$ cat src/rtl/hist_sc_tbl_gen.sv
// rtl/hist_sc_tbl_gen.sv - CDF-to-scale-table generator, optional round-to-nearest via HIST_SC_ROUND_EN
module hist_sc_tbl_gen #(
    parameter int CDF_DEPTH = 64,
    parameter int SC_DEPTH  = 16
) (
    input  logic         clk,
    input  logic         reset,
    input  logic         enable,
    input  logic [31:0]  total_pix,
    output logic [15:0]  cdf_mem_rd_addr,
    input  logic [127:0] cdf_mem_rd_data,
    output logic [15:0]  sc_mem_wt_addr,
    output logic [127:0] sc_mem_wt_data,
    output logic         sc_mem_wt_en,
    output logic         div_sc_mem_wt_done,
    output logic         busy
);

    localparam int CW = $clog2(CDF_DEPTH);
    localparam int MW = $clog2(SC_DEPTH);

    typedef enum logic [2:0] {
        S_IDLE,
        S_MIN_RD,
        S_MIN_CHK,
        S_MAP_RD,
        S_MAP_LD,
        S_DIV,
        S_WR,
        S_DONE
    } state_t;

    state_t         r_state;
    state_t         w_next;

    logic [31:0]    r_total;
    logic [31:0]    r_cdf_min;
    logic [31:0]    r_rem;
    logic [CW-1:0]  r_w;
    logic [CW-1:0]  r_k;
    logic [MW-1:0]  r_m;
    logic [1:0]     r_j;
    logic [3:0]     r_div_cnt;
    logic [127:0]   r_word;
    logic [127:0]   r_pack;
    logic [7:0]     r_numlo;
    logic [6:0]     r_q;
    logic           r_sat;
    logic           r_zero;
    logic [15:0]    r_rd_addr;

    logic           w_min_found;
    logic [31:0]    w_min_val;
    logic [31:0]    w_entry;
    logic [31:0]    w_diff;
    logic           w_below;
    logic [31:0]    w_den;
    logic [40:0]    w_prod;
    logic [40:0]    w_num;
    logic [32:0]    w_num_hi;
    logic           w_ovf;
    logic [32:0]    w_rem_sh;
    logic           w_ge;
    logic [31:0]    w_sub;
    logic [31:0]    w_rem_nx;
    logic [7:0]     w_q_fin;
    logic [7:0]     w_byte;
    logic           w_last_div;
    logic           w_last_entry;
    logic           w_pack_full;
    logic           w_last_k;
    logic           w_last_w;
    logic [CW-1:0]  w_w_inc;
    logic [CW-1:0]  w_k_inc;

    // Lowest-index nonzero entry of the word currently on the read bus
    always_comb begin
        w_min_found = 1'b0;
        w_min_val   = 32'd0;
        for (int i = 3; i >= 0; i--) begin
            if (cdf_mem_rd_data[32*i +: 32] != 32'd0) begin
                w_min_found = 1'b1;
                w_min_val   = cdf_mem_rd_data[32*i +: 32];
            end
        end
    end

    assign w_entry  = r_word[{r_j, 5'b00000} +: 32];
    assign w_below  = (w_entry < r_cdf_min);
    assign w_diff   = w_entry - r_cdf_min;
    assign w_den    = r_total - r_cdf_min;
    assign w_prod   = ({9'd0, w_diff} << 8) - {9'd0, w_diff};

`ifdef HIST_SC_ROUND_EN
    assign w_num    = w_prod + {10'd0, w_den[31:1]};
`else
    assign w_num    = w_prod;
`endif

    // Upper bits >= den means the quotient needs more than 8 bits: saturate.
    // Otherwise the upper bits are the starting remainder for the 8 steps.
    assign w_num_hi = w_num[40:8];
    assign w_ovf    = (w_num_hi >= {1'b0, w_den});

    // One restoring step; the true difference is below den, so 32 bits suffice.
    assign w_rem_sh = {r_rem, r_numlo[7]};
    assign w_ge     = (w_rem_sh >= {1'b0, w_den});
    assign w_sub    = w_rem_sh[31:0] - w_den;
    assign w_rem_nx = w_ge ? w_sub : w_rem_sh[31:0];
    assign w_q_fin  = {r_q, w_ge};
    assign w_byte   = r_zero ? 8'h00 : (r_sat ? 8'hFF : w_q_fin);

    assign w_last_div   = (r_div_cnt == 4'd8);
    assign w_last_entry = (r_j == 2'd3);
    assign w_pack_full  = w_last_entry && (r_k[1:0] == 2'b11);
    assign w_last_k     = (r_k == CW'(CDF_DEPTH - 1));
    assign w_last_w     = (r_w == CW'(CDF_DEPTH - 1));
    assign w_w_inc      = r_w + 1'b1;
    assign w_k_inc      = r_k + 1'b1;

    // State register
    always_ff @(posedge clk or negedge reset) begin
        if (!reset) begin
            r_state <= S_IDLE;
        end else begin
            r_state <= w_next;
        end
    end

    // Next-state decode
    always_comb begin
        w_next = r_state;
        case (r_state)
            S_IDLE:    if (enable) w_next = S_MIN_RD;
            S_MIN_RD:  w_next = S_MIN_CHK;
            S_MIN_CHK: w_next = (w_min_found || w_last_w) ? S_MAP_RD : S_MIN_RD;
            S_MAP_RD:  w_next = S_MAP_LD;
            S_MAP_LD:  w_next = S_DIV;
            S_DIV: begin
                if (w_last_div && w_last_entry) begin
                    w_next = w_pack_full ? S_WR : S_MAP_RD;
                end
            end
            S_WR:      w_next = w_last_k ? S_DONE : S_MAP_RD;
            S_DONE:    w_next = S_IDLE;
            default:   w_next = S_IDLE;
        endcase
    end

    // Datapath: scan counters, CDF word latch, divider and pack register
    always_ff @(posedge clk or negedge reset) begin
        if (!reset) begin
            r_total   <= 32'd0;
            r_cdf_min <= 32'd0;
            r_rem     <= 32'd0;
            r_w       <= '0;
            r_k       <= '0;
            r_m       <= '0;
            r_j       <= 2'd0;
            r_div_cnt <= 4'd0;
            r_word    <= 128'd0;
            r_pack    <= 128'd0;
            r_numlo   <= 8'd0;
            r_q       <= 7'd0;
            r_sat     <= 1'b0;
            r_zero    <= 1'b0;
            r_rd_addr <= 16'd0;
        end else begin
            case (r_state)
                S_IDLE: begin
                    if (enable) begin
                        r_total   <= total_pix;
                        r_cdf_min <= 32'd0;
                        r_w       <= '0;
                        r_k       <= '0;
                        r_m       <= '0;
                        r_j       <= 2'd0;
                        r_div_cnt <= 4'd0;
                        r_pack    <= 128'd0;
                        r_rd_addr <= 16'd0;
                    end
                end
                S_MIN_CHK: begin
                    if (w_min_found) begin
                        r_cdf_min <= w_min_val;
                        r_rd_addr <= 16'd0;
                    end else if (w_last_w) begin
                        r_cdf_min <= 32'd0;
                        r_rd_addr <= 16'd0;
                    end else begin
                        r_w       <= w_w_inc;
                        r_rd_addr <= {{(16-CW){1'b0}}, w_w_inc};
                    end
                end
                S_MAP_LD: begin
                    r_word    <= cdf_mem_rd_data;
                    r_j       <= 2'd0;
                    r_div_cnt <= 4'd0;
                end
                S_DIV: begin
                    if (r_div_cnt == 4'd0) begin
                        r_zero    <= w_below;
                        r_sat     <= w_ovf;
                        r_rem     <= w_num_hi[31:0];
                        r_numlo   <= w_num[7:0];
                        r_q       <= 7'd0;
                        r_div_cnt <= 4'd1;
                    end else begin
                        r_rem   <= w_rem_nx;
                        r_numlo <= {r_numlo[6:0], 1'b0};
                        r_q     <= {r_q[5:0], w_ge};
                        if (w_last_div) begin
                            r_pack    <= {w_byte, r_pack[127:8]};
                            r_div_cnt <= 4'd0;
                            if (w_last_entry) begin
                                r_j <= 2'd0;
                                if (!w_pack_full) begin
                                    r_k       <= w_k_inc;
                                    r_rd_addr <= {{(16-CW){1'b0}}, w_k_inc};
                                end
                            end else begin
                                r_j <= r_j + 2'd1;
                            end
                        end else begin
                            r_div_cnt <= r_div_cnt + 4'd1;
                        end
                    end
                end
                S_WR: begin
                    r_m <= r_m + 1'b1;
                    if (!w_last_k) begin
                        r_k       <= w_k_inc;
                        r_rd_addr <= {{(16-CW){1'b0}}, w_k_inc};
                    end
                end
                default: begin
                end
            endcase
        end
    end

    assign cdf_mem_rd_addr    = r_rd_addr;
    assign sc_mem_wt_en       = (r_state == S_WR);
    assign sc_mem_wt_addr     = sc_mem_wt_en ? {{(16-MW){1'b0}}, r_m} : 16'd0;
    assign sc_mem_wt_data     = sc_mem_wt_en ? r_pack : 128'd0;
    assign div_sc_mem_wt_done = (r_state == S_DONE);
    assign busy               = (r_state != S_IDLE);

endmodule

$ cat config.mk
export PLATFORM = sky130hd
export DESIGN_NAME = hist_sc_tbl_gen
export DESIGN_NICKNAME = d
export VERILOG_FILES = /design/src/rtl/hist_sc_tbl_gen.sv
export SDC_FILE = /design/constraint.sdc
export NUM_CORES = 1
export LEC_CHECK = 0
export BUFFER_PORTS_ARGS = -buffer_cell sky130_fd_sc_hd__buf_4
export CORE_UTILIZATION = 45
export CTS_CLUSTER_DIAMETER = 150
export CTS_CLUSTER_SIZE = 16
export DETAILED_ROUTE_END_ITERATION = 10
export PLACE_DENSITY = 0.68
export SLEW_MARGIN = 20
export SYNTH_ARGS = -nofsm -noshare
export SYNTH_HDL_FRONTEND = slang
export SYNTH_SLANG_ARGS = --single-unit
export TNS_END_PERCENT = 10
$ cat constraint.sdc
create_clock -name clk -period 18.2 [get_ports clk]
set_input_delay 2.73 -clock clk [delete_from_list [all_inputs] [get_ports clk]]
set_output_delay 2.73 -clock clk [all_outputs]
set_load 0.005 [all_outputs]
; ---- Yosys cells after proc, flatten, opt, wreduce, memory -nomap -nowiden
; Index checks and enable logic that the tools add are counted.
[op_classes]
eq_ne = 22
shifts = 1
add_sub_neg = 9
muxes = 59
n_reduce_logical = 27
magnitude_cmp = 3
[op_table]
columns = op, n
row1 = 128-bit 2-to-1 mux, 4
row2 = 32-bit 2-to-1 mux, 9
row3 = 128-bit one-hot mux with 2 select lines, 1
row4 = 32-bit nonzero test, 4
row5 = 128-bit by 8-bit indexed part select with 32-bit output, 1
row6 = 16-bit 2-to-1 mux, 6
row7 = 32-bit subtractor, 3
row8 = 33-bit by 32-bit greater-or-equal comparator with 1-bit output, 2
row9 = 16-bit one-hot mux with 4 select lines, 1
row10 = 32-bit one-hot mux with 2 select lines, 1
row11 = 6-bit 2-to-1 mux, 10
row12 = 40-bit by 32-bit subtractor with 41-bit output, 1
row13 = 32-bit < comparator, 1
row14 = 8-bit 2-to-1 mux, 3
row15 = 3-bit one-hot mux with 8 select lines, 1
row16 = 2-bit != test (second input constant), 9
row17 = 6-bit one-hot mux with 3 select lines, 1
row18 = 4-bit 2-to-1 mux, 4
row19 = 7-bit AND reduction, 2
row20 = 6-bit by 1-bit adder with 6-bit output (second input constant), 2
row21 = 3-bit == test (second input constant), 4
row22 = 6-bit == test (second input constant), 2
row23 = 3-bit 2-to-1 mux, 4
row24 = 4-bit one-hot mux with 3 select lines, 1
row25 = 23 further kinds, 44
[word_totals]
output_inout_bits = 163
reg_bits = 410
word_cells = 137

; ---- Depth between registers and ports, before layout
[depth]
ltp_word = 8
depth_mapped = 36

; ---- Least setup slack after synthesis
; No wires, ideal clock.
[synth_path]
kind = register -> register
start = register r_j[0]
end = register r_sat
setup_slack_ns = 11.124
path_buffers = 2
t_required_ns = 18.076
setup_ns = 0.124
path_stages_with_launch = 30
arrival_time_ns = 6.952
period_less_slack_ns = 7.076
cell_sequence = dfrtp_1 > clkbuf_1 > buf_1 > mux4_2 > ha_1 > o21a_1 > a2111o_1 > nand4_2 > a211oi_2 > nor4_1 > xnor2_1 > inv_1 > ha_1 > a21o_1 > a21o_1 > a21o_1 > a21o_1 > a21o_1 > o211ai_1 > o211ai_2 > a2111oi_4 > o21ai_1 > nand3b_1 > xor2_1 > ha_1 > a21o_1 > a21oi_1 > o211ai_1 > a21oi_1 > a21oi_1
[synth_between]
elab_chain_len = 4
[synth_lines]
columns = element, line
row1 = from (decl), 42  ; logic [1:0] r_j;
row2 = from (signal assigned), 222  ; r_j <= r_j + 2'd1;
row3 = 128-bit by 8-bit indexed part select with 32-bit output, 88  ; assign w_entry = r_word[{r_j, 5'b00000} +: 32];
row4 = 32-bit subtractor, 90  ; assign w_diff = w_entry - r_cdf_min;
row5 = 40-bit by 32-bit subtractor with 41-bit output, 92  ; assign w_prod = ({9'd0, w_diff} << 8) - {9'd0, w_diff};
row6 = 33-bit by 32-bit greater-or-equal comparator with 1-bit output, 103  ; assign w_ovf = (w_num_hi >= {1'b0, w_den});
row7 = to (signal assigned), 203  ; r_sat <= w_ovf;
row8 = to (decl), 48  ; logic r_sat;
; Every way passes these cells.
; A chain may end at the register's enable or synchronous reset.

; ---- Final worst setup path
; Same ends and word-level chain as after synthesis.

==> flow_metrics.py <==
metrics = {
    "logic_synthesis": {
        "synth-async-reset-ratio_pct": 100,
        "netlist_area_sq_um": 25400,
        "synthDistinctLibCells": 87,
        "syn_avg_cell_area_sq_um": 9.60,
        "yosysTopAreaCellShare_pct": 39.4,
        "synth_edf_count": 0,
        "ys.flop_type": "dfrtp_1",
        "ys_ff_latch": 400,
        "ys_seq_area_share_pct": 39.4,
        "synth_top_cells_by_area": "dfrtp_1 39%, ha_1 7.6%, mux2_2 5.8%, a22o_1 4.5%, a21oi_1 4.1%",
        "synth_top_cell_by_area": "dfrtp_1",
        "yosys_warnings": 0,
        "synthCells": 2645,
    },
    "finish": {
        "multi_input_area_sq_um": 14400,
        "final_common_cell": "dfrtp_1",
        "design_area_sq_um": 28900,
        "seq_area_sq_um": 10000,
        "drive_gt1_share_pct": 19.4,
        "syn2layout_area_growth_pct": 13.9,
        "fillers": 4996,
        "n_antenna_cell": 0,
        "final_cell_mix": "399 x dfrtp_1, 321 x buf_4, 274 x nand2_1",
        "nets": 3180,
    },
    "clock_network": {
        "cts.sinks": 400,
        "holdBufCountCts": 0,
        "path_clk_slew_ns": 0.07,
        "htree_levels": 1,
        "clock_latency_ns": 0.59,
        "cts_setup_buffers": 0,
        "post_cts_resized": 0,
        "root_buffer": "clkbuf_16",
        "cts_tree": "built",
        "cts_buffers": 28,
        "clock_path_buffers": 3,
    },
    "routing": {
        "highest_layer": "met4",
        "drtIter0Drc": 1716,
        "drt-vias-per-instance": 5.80,
        "met1_length_mm": 32.2,
        "drtAntennaViolNets": 0,
        "wl_met2_mm": 33.0,
        "drc": 0,
        "vias": 20926,
        "dr.pass1.iters": 6,
        "routedWlPerCell_um": 19.7,
        "wl_mm": 71.1,
        "dr_wl_met3_mm": 3.64,
    },
    "floorplan": {
        "io_pins": 326,
        "initial_core_util_pct": 45.8,
        "rows": 86,
        "core_area_sq_um": 55400,
        "die_w_um": 240,
        "die_y_um": 240,
        "die_area_sq_um": 57400,
    },
    "critical_path": {
        "critPathArrivalTime_ns": 8.44,
        "crit_required_ns": 18.71,
        "end_kind": "flop",
        "rr_worst_depth": 29,
        "slowest_delay_ns": 0.62,
        "critPathSlowestCell": "dfrtp_2",
        "r2r_start": "r_j[0]",
        "crit_type": "flop to flop",
        "r2r_setup_slack_ns": 10.27,
        "path_max_fanout": 24,
        "timing.rr.end": "r_sat",
        "path_common_cell": "a21o_1",
        "start_kind": "flop",
    },
    "run_status": {
        "status": "completed",
    },
    "grt": {
        "grt_pass1_vias": 21041,
        "grt_pass1_wl_mm": 113,
        "grt_max_degree": 157,
        "antenna_found_initial": 0,
        "overflow": 0,
        "grt_util_all_layers_pct": 24.4,
    },
    "placement": {
        "place_area_sq_um": 28200,
        "place_hpwl_mm": 53.4,
        "port-buffer-count": 303,
        "gp_congestion": 0.918,
    },
    "sta": {
        "rsz0062_at_grt": "no",
        "slew_headroom_pct": 27.6,
        "clock_skew_ns": 0.0355,
        "slew_violations": 0,
        "worstMarginPinSlew_ns": 1.09,
        "hold_viol_final": 0,
        "setup_viol": 0,
        "fmax_mhz": 126,
        "setup_tns_ns": 0,
        "post-route-period-util_pct": 43.6,
        "post-route-min-period_ns": 7.93,
    },
    "power_and_ir_drop": {
        "peakVddDrop_mv": 0.0907,
        "power.static_leakage_nw": 13.0,
        "p_per_area_nw_per_um2": 84.2,
    },
    "job": {
        "max-cap-violations": 0,
    },
    "worst_hold_path": {
        "hold_end": "r_cdf_min[10]",
        "hold_start": "r_cdf_min[10]",
        "hold_path.class": "flop to flop",
        "min_path_cells": 2,
    },
}
-- per-stage QoR --
stage / total power [W] / instances / setup WS (ns) / utilization (%) / hold WS [ns]
floorplan: 0.00163 / 2666 / 11.12 / - / 0.440
global placement: 0.00183 / 3577 / 10.46 / 50.9 / 0.464
detailed placement: 0.00185 / 3577 / 10.31 / 50.9 / 0.470
CTS: 0.00244 / 3607 / 10.30 / 52.2 / 0.486
global route: 0.00259 / 3607 / 9.72 / 52.2 / 0.500
finish: 0.00243 / 3607 / 10.27 / 52.2 / 0.483
-- per-layer routing --
layer	vias up	GRT usage, %
met5	-	0
met2	722	39.9
li1	9931	-
met3	121	2.27
met4	0	7.96
met1	10152	34.1
-- critical path: cells and delay by family, from the launching register on --
kind	cells	cell delay [ns]
DFF	1	0.62
AOI/OAI and AO/OA	14	2.98
buffers and inverters	2	0.70
adders and majority gates	3	1.18
muxes	1	0.61
and+or+nand+nor	7	1.26
xor gates and xnor gates	2	0.51
-- synthesized netlist by cell type, types with 26 or more instances --
cell type and count:
a21o_1 64, a21oi_1 207, a22o_1 130, and2_1 143, buf_4 26, clkbuf_1 116
dfrtp_1 400, ha_1 155, inv_1 95, mux2_2 130, mux4_2 32, nand2_1 275
nand3_1 30, nand4_1 27, nor2_1 116, nor3_1 28, nor4_1 39, o21ai_0 165
o21bai_1 49, xnor2_1 71, xor2_1 60
-- cell families (layout without fill, tap and decap cells) --
logic type      after synthesis  after routing  synth area share (%)
other cells                   1             22                0.0148
buf+inv                     255            448                  4.19
simple gates                754            754                  14.6
flops                       400            400                  39.4
compound gates              778            778                  20.5
fa+ha+maj                   160            160                  7.95
mux                         166            166                  8.76
xor+xnor                    131            131                  4.52
-- power breakdown --
| group | leakage, nW | internal, W | switching (W) | total, W |
|---|---|---|---|---|
| clock network | 0.359 | 0.000280 | 0.000302 | 0.000582 |
| registers | 4.99 | 0.000958 | 0.0000618 | 0.00102 |
| logic | 7.69 | 0.000359 | 0.000473 | 0.000832 |
-- worst max-delay path by stage --
stage	from	endpoint	slack, ns	cells past startpoint
finish	r_j[0]	r_sat	10.27	29
global route	r_j[0]	r_sat	9.72	32
CTS	r_j[0]	r_sat	10.30	29
detailed placement	r_j[0]	r_sat	10.31	29
global placement	r_j[0]	r_sat	10.46	28
floorplan	r_j[0]	r_sat	11.12	29
-- layout make-up --
type | count | area share (%)
inverters | 95 | 1.23
clock buffers | 30 | 2.52
well taps | 748 | 3.24
multi-input cells | 2011 | 49.9
flip-flops and latches | 400 | 34.6
repair buffers | 323 | 8.46
-- flip-flops by register name, summed over array words and instances, names as in the netlist --
register         cells
r_cdf_min           32
r_zero               1
r_numlo              8
cdf_mem_rd_addr      6
r_div_cnt            4
r_w                  6
r_word             128
r_q                  7
r_rem               32
r_pack             128
r_m                  4
r_sat                1
r_k                  6
r_j                  2
r_total             32
r_state              3
Note: power is estimated with default switching activity, not from simulation.
